### src/rtl/sipo_deserializer_if.sv
// rtl/sipo_deserializer_if.sv - serial input / buffered word output bundle for sipo_deserializer
interface sipo_deserializer_if #(
    parameter int WIDTH = 8
);
    localparam int CW = $clog2(WIDTH + 2);

    logic             d;
    logic             d_valid;
    logic             sync_clr;
    logic             q_ready;
    logic             overflow_clr;
    logic [WIDTH-1:0] q;
    logic             q_valid;
    logic             overflow;
    logic             parity_err;
    logic [CW-1:0]    bit_cnt;

    modport master (
        output d, d_valid, sync_clr, q_ready, overflow_clr,
        input  q, q_valid, overflow, parity_err, bit_cnt
    );

    modport slave (
        input  d, d_valid, sync_clr, q_ready, overflow_clr,
        output q, q_valid, overflow, parity_err, bit_cnt
    );
endinterface

### src/rtl/sipo_deserializer.sv
// rtl/sipo_deserializer.sv - serial-to-parallel word collector with one-entry output buffer
// Optional trailing even-parity bit per word when SIPO_PARITY_EN is defined.
module sipo_deserializer #(
    parameter int WIDTH     = 8,
    parameter bit MSB_FIRST = 1'b1
) (
    input  logic                 clk,
    input  logic                 rst,
    sipo_deserializer_if.slave   bus
);
    localparam int CW = $clog2(WIDTH + 2);
`ifdef SIPO_PARITY_EN
    localparam int LAST = WIDTH;
`else
    localparam int LAST = WIDTH - 1;
`endif

    logic [WIDTH-1:0] shift_q, shift_d;
    logic [WIDTH-1:0] shifted;
    logic [WIDTH-1:0] word;
    logic [WIDTH-1:0] q_q, q_d;
    logic [CW-1:0]    cnt_q, cnt_d;
    logic             q_valid_q, q_valid_d;
    logic             ovf_q, ovf_d;
    logic             accept, complete, consume, load, drop;

    assign shifted  = MSB_FIRST ? {shift_q[WIDTH-2:0], bus.d} : {bus.d, shift_q[WIDTH-1:1]};
    assign accept   = bus.d_valid && !bus.sync_clr;
    assign complete = accept && (cnt_q == CW'(LAST));
    assign consume  = q_valid_q && bus.q_ready;
    // A completing word may take the slot only if it is empty or being drained now.
    assign load     = complete && (!q_valid_q || bus.q_ready);
    assign drop     = complete && q_valid_q && !bus.q_ready;

`ifdef SIPO_PARITY_EN
    logic perr_q, perr_d;
    // The incoming bit at completion is the parity bit; data is already in the shifter.
    assign word = shift_q;
    always_comb begin
        perr_d = perr_q;
        if (load) begin
            perr_d = ^{shift_q, bus.d};
        end
    end
    always_ff @(posedge clk or negedge rst) begin
        if (!rst) begin
            perr_q <= 1'b0;
        end else begin
            perr_q <= perr_d;
        end
    end
    assign bus.parity_err = perr_q;
`else
    assign word           = shifted;
    assign bus.parity_err = 1'b0;
`endif

    always_comb begin
        shift_d   = shift_q;
        cnt_d     = cnt_q;
        q_d       = q_q;
        q_valid_d = q_valid_q;
        ovf_d     = ovf_q;

        if (bus.sync_clr) begin
            shift_d = '0;
            cnt_d   = '0;
        end else if (accept) begin
            if (complete) begin
                cnt_d = '0;
`ifndef SIPO_PARITY_EN
                shift_d = shifted;
`endif
            end else begin
                cnt_d   = cnt_q + CW'(1);
                shift_d = shifted;
            end
        end

        if (load) begin
            q_d       = word;
            q_valid_d = 1'b1;
        end else if (consume) begin
            q_valid_d = 1'b0;
        end

        if (drop) begin
            ovf_d = 1'b1;
        end else if (bus.overflow_clr) begin
            ovf_d = 1'b0;
        end
    end

    always_ff @(posedge clk or negedge rst) begin
        if (!rst) begin
            shift_q   <= '0;
            cnt_q     <= '0;
            q_q       <= '0;
            q_valid_q <= 1'b0;
            ovf_q     <= 1'b0;
        end else begin
            shift_q   <= shift_d;
            cnt_q     <= cnt_d;
            q_q       <= q_d;
            q_valid_q <= q_valid_d;
            ovf_q     <= ovf_d;
        end
    end

    assign bus.q        = q_q;
    assign bus.q_valid  = q_valid_q;
    assign bus.overflow = ovf_q;
    assign bus.bit_cnt  = cnt_q;
endmodule
### src/flat_wrapper.sv
// flat-port wrapper written by rule: the top's interface ports become plain ports
module sipo_deserializer_flat 
#(
    parameter int WIDTH     = 8,
    parameter bit MSB_FIRST = 1'b1
)
  (clk, rst, bus_d, bus_d_valid, bus_sync_clr, bus_q_ready, bus_overflow_clr, bus_q, bus_q_valid, bus_overflow, bus_parity_err, bus_bit_cnt);
  sipo_deserializer_if #(.WIDTH(WIDTH)) bus_i ();
  input  logic clk;
  input  logic rst;
  input wire logic [$bits(bus_i.d)-1:0] bus_d;
  input wire logic [$bits(bus_i.d_valid)-1:0] bus_d_valid;
  input wire logic [$bits(bus_i.sync_clr)-1:0] bus_sync_clr;
  input wire logic [$bits(bus_i.q_ready)-1:0] bus_q_ready;
  input wire logic [$bits(bus_i.overflow_clr)-1:0] bus_overflow_clr;
  output wire logic [$bits(bus_i.q)-1:0] bus_q;
  output wire logic [$bits(bus_i.q_valid)-1:0] bus_q_valid;
  output wire logic [$bits(bus_i.overflow)-1:0] bus_overflow;
  output wire logic [$bits(bus_i.parity_err)-1:0] bus_parity_err;
  output wire logic [$bits(bus_i.bit_cnt)-1:0] bus_bit_cnt;
  assign bus_i.d = bus_d;
  assign bus_i.d_valid = bus_d_valid;
  assign bus_i.sync_clr = bus_sync_clr;
  assign bus_i.q_ready = bus_q_ready;
  assign bus_i.overflow_clr = bus_overflow_clr;
  assign bus_q = bus_i.q;
  assign bus_q_valid = bus_i.q_valid;
  assign bus_overflow = bus_i.overflow;
  assign bus_parity_err = bus_i.parity_err;
  assign bus_bit_cnt = bus_i.bit_cnt;
  sipo_deserializer #(.WIDTH(WIDTH), .MSB_FIRST(MSB_FIRST)) u_core (.clk(clk), .rst(rst), .bus(bus_i));
endmodule
### config.mk
export PLATFORM = sky130hd
export DESIGN_NAME = sipo_deserializer_flat
export DESIGN_NICKNAME = d
export VERILOG_FILES = /design/src/rtl/sipo_deserializer_if.sv /design/src/rtl/sipo_deserializer.sv /design/src/flat_wrapper.sv
export SDC_FILE = /design/constraint.sdc
export NUM_CORES = 1
export LEC_CHECK = 0
export ABC_AREA = 1
export CORE_MARGIN = 5
export CORE_UTILIZATION = 35
export DETAILED_ROUTE_END_ITERATION = 8
export GPL_TIMING_DRIVEN = 0
export PLACE_DENSITY = 0.71
export SLEW_MARGIN = 10
export SYNTH_ARGS = -nofsm -noshare
export SYNTH_HDL_FRONTEND = slang
export SYNTH_SLANG_ARGS = --single-unit
export TNS_END_PERCENT = 50
### constraint.sdc
create_clock -name clk -period 1.5 [get_ports clk]
set_clock_uncertainty 0.15 [all_clocks]
set_input_delay 0.15 -clock clk [delete_from_list [all_inputs] [get_ports clk]]
set_output_delay 0.15 -clock clk [all_outputs]
set_load 0.005 [all_outputs]
## Word-level counts from Yosys, hierarchy flattened

Index checks and enable logic that the tools add are counted.

- Reductions and logical operators: 13
- Equality and inequality tests: 1
- Mux-type cells: 9
- Add/sub/neg operators: 1

Operators by type and width:

| operator | count |
|---|---|
| 7-bit two-way mux | 2 |
| 4-bit two-way mux | 3 |
| 1-bit logical AND | 6 |
| 2-bit nonzero test | 3 |
| 4-bit by 1-bit adder with 4-bit output (second input constant) | 1 |
| 4-bit by 3-bit == test with 1-bit output (second input constant) | 1 |
| 1-bit two-way mux | 4 |
| 1-bit zero test | 3 |
| 1-bit logical OR | 1 |

- Word-level logic and storage cells: 29
- Input bits: 7
- Output and inout bits: 15
- Register bits after elaboration: 21

## Logic depth before layout (Yosys ltp)

- Depth after elaboration: 6
- Mapped depth: 6
- Depth with buffers taken out: 6

## Worst setup path before layout

OpenSTA, ideal clock, no wires.

- Path kind: register -> register
- Start point: register u_core.cnt_q[0], in the netlist u_core.bus.bit_cnt[0]
- End point: register u_core.ovf_q, in the netlist u_core.bus.overflow
- Slack: 187 ps
- Path buffers: 1
- Arrival time: 1035 ps
- Library setup time: 128 ps
- Stages on the path, launching flop included: 7
- Required time: 1222 ps
- Period minus slack after synthesis: 1313 ps
- Path through: dfrtp_1 > ha_1 > nand2_2 > nor2_4 > buf_6 > nand2_1 > o22ai_2

- Longest elaborated chain between the ends: 5
- Elaborated cells between the ends (all ways): 6
- Those cells by class: 1 x eq/ne; 1 x mux; 4 x reduce/logical

Ends and longest elaborated chain:

| what | line | text |
|---|---|---|
| start, declared | sipo_deserializer.sv:22 | `logic [CW-1:0] cnt_q, cnt_d;` |
| start signal, assigned | sipo_deserializer.sv:103 | `cnt_q <= cnt_d;` |
| 4-bit by 3-bit == test with 1-bit output (*) | sipo_deserializer.sv:29 | `assign complete = accept && (cnt_q == CW'(LAST));` |
| 1-bit logical AND (*) | sipo_deserializer.sv:29 |  |
| 1-bit logical AND (*) (2 in a row) | sipo_deserializer.sv:33 | `assign drop = complete && q_valid_q && !bus.q_ready;` |
| 1-bit two-way mux or 2-bit nonzero test (tied branches) | - |  |
| end signal, assigned | sipo_deserializer.sv:106 | `ovf_q <= ovf_d;` |
| end, declared | sipo_deserializer.sv:24 | `logic ovf_q, ovf_d;` |

Every way passes the cells marked *; elsewhere a longest branch is shown, timed or not.
A chain may end at the register's enable or synchronous reset.

## Worst setup path after layout

- Start point: register u_core.cnt_q[0], in the netlist u_core.bus.bit_cnt[0]
- End point: output bus_bit_cnt[0]

RTL lines:

| what | line | text |
|---|---|---|
| end, declared | flat_wrapper.sv:20 | `output wire logic [$bits(bus_i.bit_cnt)-1:0] bus_bit_cnt;` |

No word-level cell between the ends.

==> out/qor.txt <==
Clock Sinks -> 21
Core utilization of the finished layout -> 50.9%
IR Drop Worst-Case VDD -> 504 µV
Time the worst path needs with I/O delays and setup -> 1460 ps
Maximum root-to-sink buffer count -> 2
Worst hold path type -> in2async
Yosys cell types -> 21
Fraction of layout instances using a drive strength above 1 -> 16.5%
Overflow after GRT -> 0
Biggest area consumer among synthesized cells -> sky130_fd_sc_hd__dfrtp_1
Synth Warn # -> 0
TritonCTS buffer count -> 3
First-pass GRT wire length -> 3110 µm
Number of pins with negative max-slew slack in the final report -> 0
Count of state elements after synthesis -> 21
CP Max Fanout -> 4
Horizontal die dimension -> 61.3 µm
Classification of the worst setup path -> reg2out
Mapped Nets -> 106
Initial Utilization -> 36.8%
Final wirelength -> 1850 µm
Detail-routed via count per cell -> 4.66
Post-synthesis sequential area ratio -> 57.1%
Data arrival time of the critical path -> 1160 ps
Synthesized area per cell -> 9.38 µm²
Core Footprint -> 2500 µm²
Dominant register cell in the synthesized netlist -> sky130_fd_sc_hd__dfrtp_1
Reported net switching power -> 0.222 mW
Clock tree from TritonCTS -> yes
Wire length per cell after detailed routing -> 11.8 µm
GRT Max-Usage Layer -> met2
Top cell types by occurrence after synthesis -> 29 x sky130_fd_sc_hd__nand2_1, 21 x sky130_fd_sc_hd__dfrtp_1, 13 x sky130_fd_sc_hd__inv_1
Total number of nets in the final design -> 136
DRC -> 0
Setup violations, final -> 0
Maximum number of pins on one net before global-route repair -> 22
Worst-margin pin slew -> 933 ps
Ratio of total power to cell area -> 737 nW/µm²
Async set-or-reset flop fraction in the synthesized netlist -> 100%
Area of the die -> 3750 µm²
Gpl congestion -> 0.778
Die Y -> 61.3 µm
Met2 GRT Util -> 18.6%
Total half-perimeter wirelength after legalization and detailed placement -> 1320 µm
Category of the worst setup path launch point -> flip-flop
Setup slack after placement -> -66.7 ps
IO buf count -> 20
Leakage power -> 0.819 nW
1st-iter DRT viols -> 11
Final design area excluding fillers -> 1270 µm²
Number of top-level design ports -> 22
Switching share of total power -> 23.7%
Portion of the clock cycle consumed by the worst path in the final layout -> 97.3%
Proportion of netlist area held by the largest area contributor -> 57.1%
Dominant cells by area after synthesis -> sky130_fd_sc_hd__dfrtp_1 57%, sky130_fd_sc_hd__nand2_1 12%, sky130_fd_sc_hd__nand4_1 6.1%
Part of the power in the clock network -> 28.5%
Run status -> complete, no violations
Cell row count -> 18
Area Overhead vs Synth -> 38.2%
Cell at the root of the clock tree -> sky130_fd_sc_hd__clkbuf_4
Via count -> 731
PnR Total Power -> 0.937 mW
Post-synth EDFFs -> 0
Minimum setup slack in the final design -> 41.0 ps
Total Negative Setup Slacks -> 0 ps
Setup crit end kind -> output port
Post-Layout Cell Count -> 157
Hold_ws -> 207 ps
Worst skew pair latency -> 300 ps
Most used standard cell by instance count after synthesis -> sky130_fd_sc_hd__nand2_1
Number of inserted diodes -> 0
Maximum clock frequency -> 0.685 GHz
Number of nets with antenna violations after detailed routing -> 0
Clock-pin slew reported for the worst setup and hold paths after clock tree synthesis -> 120 ps
Syn Std Cell Area -> 920 µm²
Setup slack on the worst flop-to-flop path -> 110 ps
Final Hold Violating Endpoints -> 0
Syn Inst Count -> 98
Max Cap Viol -> 0
Grt met1 use -> 14.0%
Total placed cells including tap cells -> 148
Internal power summed over all cells -> 0.715 mW
H-tree levels -> 1
Antenna violations before repair -> 0
Met3 demand-to-capacity share in global routing -> 2.73%
First-pass iteration count of the detailed router -> 7
Worst slew slack as a fraction of its limit -> 37.6%
Placement Cell Area -> 1160 µm²
Sequential cell fraction of total power -> 62.2%
CP Data Required Time -> 1200 ps
Logic pwr share -> 9.3%
Via count of the first global-routing pass -> 711
Total routing usage reported by global routing -> 11.4%
state kept, by name (all words and copies together), names as in the netlist:
register and count:
u_core.bus.q_valid 1, u_core.bus.q 8, u_core.bus.overflow 1, u_core.bus.bit_cnt 4, u_core.shift_q 7
layer usage:
layer	vias to the layer above	share of wire [%]
met5	-	0
met2	12	50
li1	378	-
met1	339	45
met3	2	4.2
met4	0	0.86
path summary, 6_finish.rpt:
check	from	end	cells past startpoint
min in group clk	bus_sync_clr	u_core.bus.bit_cnt[2]$_DFFE_PN0P_	2
worst max register to register	u_core.bus.bit_cnt[0]$_DFFE_PN0P_	u_core.bus.overflow$_DFFE_PN0P_	6
worst min register to register	u_core.bus.q[4]$_DFFE_PN0P_	u_core.bus.q[4]$_DFFE_PN0P_	2
max in group asynchronous	rst	u_core.bus.bit_cnt[3]$_DFFE_PN0P_	1
worst max-delay path	u_core.bus.bit_cnt[0]$_DFFE_PN0P_	bus_bit_cnt[0]	2
worst min-delay path	rst	u_core.bus.bit_cnt[1]$_DFFE_PN0P_	1
logic make-up (layout without fill, tap and decap cells):
group	count (synthesis)	in the layout	synth area share (%)
simple gates	47	47	24.5
buf+inv	18	47	9.52
other cells	1	1	0.408
flops	21	21	57.1
compound gates	10	10	7.07
fa+ha+maj	1	1	1.36
placed cells by master, fill, tap and decap left out, types with 2 or more instances in the layout:
cell	synthesis	routed
sky130_fd_sc_hd__buf_6	2	3
sky130_fd_sc_hd__nand2_2	2	2
sky130_fd_sc_hd__nand3_1	3	3
sky130_fd_sc_hd__buf_4	1	5
sky130_fd_sc_hd__clkdlybuf4s50_1	0	6
sky130_fd_sc_hd__nand4_1	9	9
sky130_fd_sc_hd__dfrtp_1	21	20
sky130_fd_sc_hd__o22ai_1	6	6
sky130_fd_sc_hd__inv_1	13	13
sky130_fd_sc_hd__nand2_1	29	29
sky130_fd_sc_hd__clkbuf_4	0	3
sky130_fd_sc_hd__dlygate4sd2_1	0	3
sky130_fd_sc_hd__dlymetal6s2s_1	0	11
layout make-up:
type	instances	area, µm²
plain buffers	4	35.0
clock buffers	3	22.5
clock inverters	1	5.00
fillers	244	1230
inverters	14	52.6
multi-input cells	59	327
flip-flops and latches	21	527
well taps	30	37.5
repair buffers	25	265
worst max-delay path, stage by stage (launching register included):
cell	delay, ps
sky130_fd_sc_hd__dfrtp_1	470
sky130_fd_sc_hd__buf_6	150
sky130_fd_sc_hd__dlygate4sd2_1	250
power by group through the flow:
stage / clock, mW / sequential (mW) / combinational (mW)
after floorplan: 0 / 0.592 / 0.0304
after global placement: 0 / 0.593 / 0.0748
after detailed placement: 0 / 0.593 / 0.0758
after CTS: 0.278 / 0.582 / 0.0744
after global routing: 0.306 / 0.584 / 0.0976
final: 0.267 / 0.583 / 0.0873
timing repair:
action                                  in CTS  in global routing
endpoints found under the hold margin        0                  0
pin swaps                                    0                  1
setup buffers                                1                  4
gates resized for setup                      4                 15
hold buffers                                 0                  0
endpoints found under the setup margin       4                 21
Note: power is estimated with default switching activity, not from simulation.
